==> src/rtl/input_switch_pkg.sv <==
// ============================================================================
// input_switch_pkg : owner-state encoding and shared constants for the router
// Revision: 1.0
// ============================================================================
`default_nettype none

package input_switch_pkg;

    typedef enum logic [1:0] {
        ACT_A = 2'd0,
        GAP   = 2'd1,
        ACT_B = 2'd2
    } owner_state_e;

    localparam logic       c_OWNER_A          = 1'b0;
    localparam logic       c_OWNER_B          = 1'b1;
    localparam logic [7:0] c_IDLE_VAL_DEFAULT = 8'hFF;

endpackage

`default_nettype wire

==> src/rtl/input_debounce.sv <==
// ============================================================================
// input_debounce : synchroniser chain plus whole-vector stability filter
// Revision: 1.0
// ============================================================================
`default_nettype none

module input_debounce #(
    parameter int WIDTH       = 8,
    parameter int SYNC_STAGES = 2,
    parameter int FILTER_LEN  = 4
) (
    input  logic             clk,
    input  logic             rst,
    input  logic [WIDTH-1:0] i_pin,
    output logic [WIDTH-1:0] o_filtered
);

    localparam logic [7:0] c_FILTER_LEN = 8'(FILTER_LEN);

    logic [WIDTH-1:0] r_sync [SYNC_STAGES];
    logic [WIDTH-1:0] r_cand;
    logic [WIDTH-1:0] r_filtered;
    logic [7:0]       r_cnt;
    logic [WIDTH-1:0] w_pin_s;

    assign w_pin_s    = r_sync[SYNC_STAGES-1];
    assign o_filtered = r_filtered;

    always_ff @(posedge clk) begin
        if (rst) begin
            for (int i = 0; i < SYNC_STAGES; i++) begin
                r_sync[i] <= '0;
            end
            r_cand     <= '0;
            r_filtered <= '0;
            r_cnt      <= 8'd0;
        end else begin
            r_sync[0] <= i_pin;
            for (int i = 1; i < SYNC_STAGES; i++) begin
                r_sync[i] <= r_sync[i-1];
            end

            // Any difference restarts the run; the count saturates at FILTER_LEN.
            if (w_pin_s != r_cand) begin
                r_cand <= w_pin_s;
                r_cnt  <= 8'd1;
            end else if (r_cnt < c_FILTER_LEN) begin
                r_cnt <= r_cnt + 8'd1;
            end

            if (r_cnt == c_FILTER_LEN) begin
                r_filtered <= r_cand;
            end
        end
    end

endmodule

`default_nettype wire

==> src/rtl/input_switch_sync.sv <==
// ============================================================================
// input_switch_sync : debounced input bus routed to CPU A or B, break-before-make
// Revision: 1.0
// ============================================================================
`default_nettype none

module input_switch_sync
    import input_switch_pkg::*;
#(
    parameter int               WIDTH        = 8,
    parameter int               SYNC_STAGES  = 2,
    parameter int               FILTER_LEN   = 4,
    parameter int               BLANK_CYCLES = 4,
    parameter logic [WIDTH-1:0] IDLE_VAL     = WIDTH'(c_IDLE_VAL_DEFAULT)
) (
    input  logic             clk,
    input  logic             rst,
    input  logic             ctr_io,
    input  logic [WIDTH-1:0] input_pin,
    output logic [WIDTH-1:0] input_to_A,
    output logic [WIDTH-1:0] input_to_B,
    output logic             valid_a,
    output logic             valid_b,
    output logic             switch_busy,
    output logic [7:0]       switch_count
);

    localparam logic [7:0] c_BLANK_CYCLES = 8'(BLANK_CYCLES);

    logic [SYNC_STAGES-1:0] r_ctr_sync;
    logic                   w_ctr_s;
    logic [WIDTH-1:0]       w_filtered;

    owner_state_e r_state, w_state_next;
    logic [7:0]   r_gap_cnt, w_gap_cnt_next;
    logic         r_prev_owner, w_prev_owner_next;
    logic [7:0]   r_count, w_count_next;

    logic [WIDTH-1:0] r_to_a, r_to_b;
    logic             r_valid_a, r_valid_b, r_busy;

    input_debounce #(
        .WIDTH       (WIDTH),
        .SYNC_STAGES (SYNC_STAGES),
        .FILTER_LEN  (FILTER_LEN)
    ) u_debounce (
        .clk        (clk),
        .rst        (rst),
        .i_pin      (input_pin),
        .o_filtered (w_filtered)
    );

    assign w_ctr_s = r_ctr_sync[SYNC_STAGES-1];

    always_comb begin
        w_state_next      = r_state;
        w_gap_cnt_next    = r_gap_cnt;
        w_prev_owner_next = r_prev_owner;
        w_count_next      = r_count;
        case (r_state)
            ACT_A: begin
                if (w_ctr_s == c_OWNER_B) begin
                    w_state_next      = GAP;
                    w_gap_cnt_next    = c_BLANK_CYCLES;
                    w_prev_owner_next = c_OWNER_A;
                end
            end
            ACT_B: begin
                if (w_ctr_s == c_OWNER_A) begin
                    w_state_next      = GAP;
                    w_gap_cnt_next    = c_BLANK_CYCLES;
                    w_prev_owner_next = c_OWNER_B;
                end
            end
            GAP: begin
                // Exit owner follows ctr_s now, so an aborted request lands back home.
                if (r_gap_cnt <= 8'd1) begin
                    w_gap_cnt_next = 8'd0;
                    w_state_next   = (w_ctr_s == c_OWNER_B) ? ACT_B : ACT_A;
                    if (w_ctr_s != r_prev_owner) begin
                        w_count_next = r_count + 8'd1;
                    end
                end else begin
                    w_gap_cnt_next = r_gap_cnt - 8'd1;
                end
            end
            default: begin
                w_state_next = ACT_A;
            end
        endcase
    end

    always_ff @(posedge clk) begin
        if (rst) begin
            r_ctr_sync   <= '0;
            r_state      <= ACT_A;
            r_gap_cnt    <= 8'd0;
            r_prev_owner <= c_OWNER_A;
            r_count      <= 8'd0;
            r_to_a       <= '0;
            r_to_b       <= IDLE_VAL;
            r_valid_a    <= 1'b1;
            r_valid_b    <= 1'b0;
            r_busy       <= 1'b0;
        end else begin
            r_ctr_sync   <= {r_ctr_sync[SYNC_STAGES-2:0], ctr_io};
            r_state      <= w_state_next;
            r_gap_cnt    <= w_gap_cnt_next;
            r_prev_owner <= w_prev_owner_next;
            r_count      <= w_count_next;
            // Outputs track the next state so they stay aligned with valid/busy.
            r_to_a       <= (w_state_next == ACT_A) ? w_filtered : IDLE_VAL;
            r_to_b       <= (w_state_next == ACT_B) ? w_filtered : IDLE_VAL;
            r_valid_a    <= (w_state_next == ACT_A);
            r_valid_b    <= (w_state_next == ACT_B);
            r_busy       <= (w_state_next == GAP);
        end
    end

    assign input_to_A   = r_to_a;
    assign input_to_B   = r_to_b;
    assign valid_a      = r_valid_a;
    assign valid_b      = r_valid_b;
    assign switch_busy  = r_busy;
    assign switch_count = r_count;

endmodule

`default_nettype wire

==> config.mk <==
export PLATFORM = sky130hd
export DESIGN_NAME = input_switch_sync
export DESIGN_NICKNAME = d
export VERILOG_FILES = /design/src/rtl/input_switch_pkg.sv /design/src/rtl/input_debounce.sv /design/src/rtl/input_switch_sync.sv
export SDC_FILE = /design/constraint.sdc
export NUM_CORES = 1
export LEC_CHECK = 0
export CELL_PAD_IN_SITES_DETAIL_PLACEMENT = 0
export CELL_PAD_IN_SITES_GLOBAL_PLACEMENT = 1
export CORE_ASPECT_RATIO = 1.5
export CORE_UTILIZATION = 35
export DETAILED_ROUTE_END_ITERATION = 7
export DONT_BUFFER_PORTS = 1
export HOLD_SLACK_MARGIN = 0.08
export PLACE_DENSITY_LB_ADDON = 0.05
export REMOVE_ABC_BUFFERS = 1
export SLEW_MARGIN = 10
export SYNTH_ARGS = -nofsm -noshare
export SYNTH_HDL_FRONTEND = slang
export SYNTH_SLANG_ARGS = --single-unit
export TNS_END_PERCENT = 1
==> constraint.sdc <==
create_clock -name clk -period 2.3 [get_ports clk]
set_clock_uncertainty 0.15 [all_clocks]
set_input_delay 0.46 -clock clk [delete_from_list [all_inputs] [get_ports clk]]
set_output_delay 0.46 -clock clk [all_outputs]
set_load 0.005 [all_outputs]
[After elaboration in Yosys (flattened, before gate mapping)]
Memory sizes are Yosys's and may differ from the RTL's.
Cells that the tools add are included.
Word-level totals
  bits in registers: 64
  RAM bits: 16
  output and inout port bits: 27
  logic and storage cells: 62
  memories kept: 1
Operators by class
  add/sub/neg operators: 3
  $lt $le $gt $ge: 2
  equal/unequal tests: 9
  muxes and demuxes: 20
  bitwise operators: 3
  reduce and logical (&&, ||, !) cells: 10
Memory list
  u_debounce.r_sync: depth 2, bits a word 8, rd ports 2, clocked after memory_dff 0, write ports 2, RTL line input_debounce.sv:20  | logic [WIDTH-1:0] r_sync [SYNC_STAGES];
Operators with widths (count)
  8-bit two-way mux: 6
  8-bit case mux with 3 select lines: 1
  8-bit by 1-bit adder with 8-bit output, second input constant: 2
  3-bit AND reduction: 3
  8-bit by 3-bit equality test with 1-bit output, second input constant: 1
  8-bit by 1-bit <= comparator with 1-bit output, second input constant: 1
  8-bit by 3-bit less-than comparator with 1-bit output, second input constant: 1
  2-bit two-way mux: 4
  8-bit != test: 1
  8-bit by 1-bit subtractor with 8-bit output, second input constant: 1
  1-bit two-way mux: 7
  2-bit case mux with 3 select lines: 1
  2-bit by 1-bit equality test with 1-bit output, second input constant: 2
  2-bit equality test, second input constant: 2
  2-bit logical NOT: 2
  2-bit != test, second input constant: 2
  2-bit nonzero test: 2
  2-bit OR reduction: 2
  3-bit nonzero test: 1
  1-bit OR: 2
  1-bit case mux with 2 select lines: 1
  1-bit != test: 1
  1-bit NOT: 1

[Logic depth before layout (Yosys ltp)]
  word-level depth: 6
  mapped depth: 8
  mapped depth without buffers: 6

[Cells and area by module]
A second synthesis with hierarchy kept.
Second synthesis, totals
  cell total of the unflattened synthesis: 307
  area total of the unflattened synthesis: 3133.0 um2
Modules (own cells, without submodules)
  input_switch_sync: times used 1, cells an instance 177, area each 1650.3 um2, seq. area each 800.8 um2
  input_debounce: times used 1, cells an instance 130, area each 1482.7 um2, seq. area each 800.8 um2

[Worst setup path after synthesis]
No wires, ideal clock.
  path kind: flip-flop to flip-flop
  start: register r_gap_cnt[2]
  end: register r_count[7] (netlist: switch_count[7])
  data arrival time: 2084 ps
  required time: 2029 ps
  setup slack: -54 ps
  stages on the path, launching flop included: 7
  buffers on the path: 2
  path through: dfxtp_1 -> or4_1 -> buf_2 -> or3_1 -> buf_2 -> nor4_1 -> mux2_2
Between the ends
  word-level cells in the longest chain between the ends: 2
RTL lines
  start: declaration: RTL line input_switch_sync.sv:35  | logic [7:0] r_gap_cnt, w_gap_cnt_next;
  start signal: assignment: RTL line input_switch_sync.sv:108  | r_gap_cnt <= w_gap_cnt_next;
  8-bit by 1-bit <= comparator with 1-bit output: RTL line input_switch_sync.sv:77  | if (r_gap_cnt <= 8'd1) begin
  3-bit AND reduction (no source line)
  end signal: assignment: RTL line input_switch_sync.sv:110  | r_count <= w_count_next;
  end: declaration: RTL line input_switch_sync.sv:37  | logic [7:0] r_count, w_count_next;
Every way passes these cells.
A chain may end at the register's enable or synchronous reset.

[Worst setup path in the final report]
Same ends and word-level chain as after synthesis.

==> run_results.csv <==
group,metric,value,unit
synthesis,syn_area_per_cell,9.96,µm²
detailed_routing,via_count,2117,
power,clock_power_share,0.442,
worst_setup_path,rrSetupSlack,0.05,ns
synthesis,ys_ff_latch,80,
detailed_routing,drtIter0Drc,95,
global_route,grt_max_degree,47,
global_route,grt_pass1_vias,2137,
timing,worst_hold_slack,0.107,ns
synthesis,synth_top_cell_by_area,"dfxtp_1",
global_route,antenna_found_initial,0,
power,seq_power_share,0.465,
worst_setup_path,critical_path_class,"reg2reg",
clock_network,cts.sinks,80,
power,leakagePower,1.35,nW
global_route,use_met3,0.0486,
timing,period_needed,2.25,ns
clock_network,clk_path_buf_depth,2,
synthesis,synthTopCellsByArea,"dfxtp_1, nor2b_1, mux2i_1, xnor2_1, nand4_1",
clock_network,cts_tree,"built",
cells_and_area,seq_area,1600,µm²
timing,slew_viol_final,0,
worst_setup_path,cp_slowest_stage_delay,0.54,ns
die,die-area,8780,µm²
timing,fmax,444,MHz
cells_and_area,fillCellCount,814,
outcome,status,"complete, no violations",
die,die_h,114,µm
power,powerDensity,886,nW/µm²
hold_path,holdPathEnd,"input_to_A[6]",
synthesis,ys_types,42,
timing,finalCritPeriodShare,0.979,
detailed_routing,wl,6550,µm
power,p_sw_frac,0.223,
worst_setup_path,startpoint_type,"flip-flop",
flow_run,drv_cap,0,
global_route,grt_usage,0.163,
detailed_routing,dr.pass1.iters,4,
placement,port_buffers,0,
cells_and_area,design_area,3520,µm²
worst_setup_path,slowest_stage,"or4_4",
cells_and_area,area_delta_synth_final,19.9,%
synthesis,synth_seq_area_share,0.545,
power,p_int,2.43,mW
synthesis,syn_inst,295,
worst_setup_path,cp_data_arrival_time,2.32,ns
die,rows,40,
power,max-vdd-ir-drop,0.000371,V
die,die_w,76.8,µm
worst_setup_path,cpLargestDelayFamily,"simple AND/OR/NAND/NOR gates",
synthesis,synth_ff_type,"dfxtp_1",
worst_setup_path,cp.depth,4,
global_route,top_usage_layer,"met2",
timing,worst_pin_slew,0.536,ns
detailed_routing,routedWlPerCell,15.5,µm
die,start_util,0.365,
synthesis,synthArstFlopShare,0,
die,core-area,8060,µm²
worst_setup_path,crit_path_end_kind,"flip-flop",
worst_setup_path,cp_cell_sequence,"or4_4 -> or3_4 -> nor4_2 -> mux2_2",
timing,max-slew-margin-rel,0.640,
timing,finalSetupViolations,0,
global_route,grt_pass1_wl,10700,µm
hold_path,whs_path_depth,1,
cells_and_area,multi_input_area,1240,µm²
synthesis,synth_top_area_share,0.545,
power,p_switching,697,µW
synthesis,ys_warn_count,0,
timing,hold_viol,0,
cells_and_area,fin_nets,331,
clock_network,cts_htree_levels,3,
placement,dp_hpwl,4250,µm
placement,gp_congestion,0.763,
global_route,overflow,0,
global_route,grtUsageMet2,0.285,
synthesis,mappedNetlistArea,2940,µm²
cells_and_area,layout-drive-gt1-share,0.154,
worst_setup_path,crit_buf_inv,0,
clock_network,clockRootBuffer,"clkbuf_16",
power,power_frac_comb,0.094,
cells_and_area,layout.cells.non_filler,424,
worst_setup_path,crit_required,2.37,ns
detailed_routing,vias_per_cell,4.99,
global_route,met1_usage,0.177,
clock_network,cts_made_buffers,9,
die,io_pins,38,
cells_and_area,antenna_cells,0,
clock_network,post_cts_buffers,0,
worst_setup_path,worstPathMaxFanout,6,
clock_network,clk_latency,0.33,ns
placement,dpl_cell_area,3170,µm²
hold_path,holdCritPathClass,"in2reg",
worst_setup_path,r2r_cells,4,
hold_path,hold_path.startpoint,"rst",
detailed_routing,drc,0,
worst_setup_path,worst_r2r_endpoint,"switch_count[7]",
detailed_routing,drtAntennaViolNets,0,
worst_setup_path,timing.rr.start,"r_gap_cnt[2]",
synthesis,synth-edff-count,0,
clock_network,path_clk_slew,0.06,ns
placement,dpl.cell_count,406,
[synth_stat cells, drive strengths merged (2+ instances only)]
| library cell | instances |
|---|---|
| ha | 5 |
| buf | 3 |
| and2 | 6 |
| or3 | 4 |
| or2 | 3 |
| mux2i | 9 |
| nand4 | 12 |
| a21oi | 11 |
| dfxtp | 80 |
| nand2b | 3 |
| xnor2 | 9 |
| mux2 | 2 |
| nand2 | 8 |
| nor4 | 5 |
| inv | 16 |
| o21ai | 13 |
| o311ai | 2 |
| clkbuf | 13 |
| nor3 | 4 |
| a311o | 3 |
| nor2 | 16 |
| nor2b | 31 |
| o41ai | 3 |
| xor2 | 3 |
| nor4b | 2 |
| nand3 | 10 |
| o31ai | 4 |
| or4 | 5 |
[registers in the layout, indices dropped and copies added, names as in the netlist, 2 cells and up]
signal and cells:
r_ctr_sync 2, u_debounce.r_sync 16, r_gap_cnt 8, u_debounce.r_cnt 8
input_to_B 8, u_debounce.o_filtered 8, r_state 2, input_to_A 8
u_debounce.r_cand 8, switch_count 8
[area by class of cell]
cell class              count  area share
clock inverters             3      0.0121
repair buffers             24      0.0564
clock buffers              12      0.0699
multi-input cells         183       0.352
well taps                 105      0.0373
inverters                  17      0.0181
flip-flops and latches     80       0.454
[power groups by stage]
stage	Sequential, mW	Combinational [mW]	Clock, mW
floorplan	1.48	0.140	0
global placement	1.48	0.247	0
detailed placement	1.48	0.247	0
CTS	1.45	0.274	1.43
global route	1.46	0.321	1.49
finish	1.45	0.293	1.38
[layer usage]
layer,share of wire,wire [µm]
met1,0.41,2720
met2,0.53,3510
met3,0.034,225
met4,0.016,104
met5,0,0
[worst max path at each step]
stage            startpoint         endpoint  slack [ns]
5_1_grt        r_gap_cnt[2]  switch_count[7]      -0.005
3_3_place_gp   r_gap_cnt[2]     r_gap_cnt[2]       -0.07
2_1_floorplan  r_gap_cnt[2]  switch_count[7]       -0.14
4_1_cts        r_gap_cnt[2]  switch_count[7]       0.006
3_5_place_dp   r_gap_cnt[2]  switch_count[7]       -0.09
6_report       r_gap_cnt[2]  switch_count[7]        0.05
[logic make-up after synthesis]
logic type / count (synthesis) / share of synthesized area
DFF: 80 / 0.545
adders and majority gates: 5 / 0.0213
buffers and inverters: 33 / 0.0430
xor gates and xnor gates: 12 / 0.0358
AOI/OAI and AO/OA: 43 / 0.100
and+or+nand+nor: 111 / 0.216
muxes: 11 / 0.0383
[metrics by stage]
stage	setup WS (ns)	util	power [mW]	setup TNS [ns]
finish	0.0486	0.437	3.12	0
global route	-0.00450	0.437	3.26	-0.00450
CTS	0.00564	0.434	3.15	0
detailed placement	-0.0882	0.394	1.73	-0.180
global placement	-0.0695	0.394	1.73	-0.151
floorplan	-0.141	-	1.62	-0.421
[timing repair]
action / in CTS / in global routing
endpoints found under the setup margin: 4 / 3
hold buffers: 2 / 0
cloned: 0 / 1
gates resized for setup: 1 / 4
pin swaps: 0 / 1
endpoints found under the hold margin: 46 / 0
[cells in the final DEF, fill, tap and decap left out, types with 2 or more instances in the layout]
cell / instances
nor3_1: 3
nor4b_1: 2
xnor2_1: 9
dfxtp_1: 80
or4_1: 4
nand2b_1: 3
or2_2: 3
buf_4: 21
inv_1: 16
nor4_1: 3
and2_1: 6
nand2_1: 8
clkbuf_1: 2
nand4_1: 12
a21oi_1: 11
o41ai_1: 2
clkbuf_16: 9
o21ai_0: 13
o311ai_0: 2
nor2b_1: 31
or3_1: 3
o31ai_1: 3
xor2_1: 3
ha_1: 5
mux2_2: 2
mux2i_1: 9
nor4_2: 2
nor2_1: 16
nand3_1: 10
a311o_1: 3
[worst reg2reg max path, stage by stage (launching register included)]
cell	delay (ns)
dfxtp_1	0.31
or4_4	0.54
or3_4	0.46
nor4_2	0.32
mux2_2	0.36
Power figures use the tool's default switching activity.
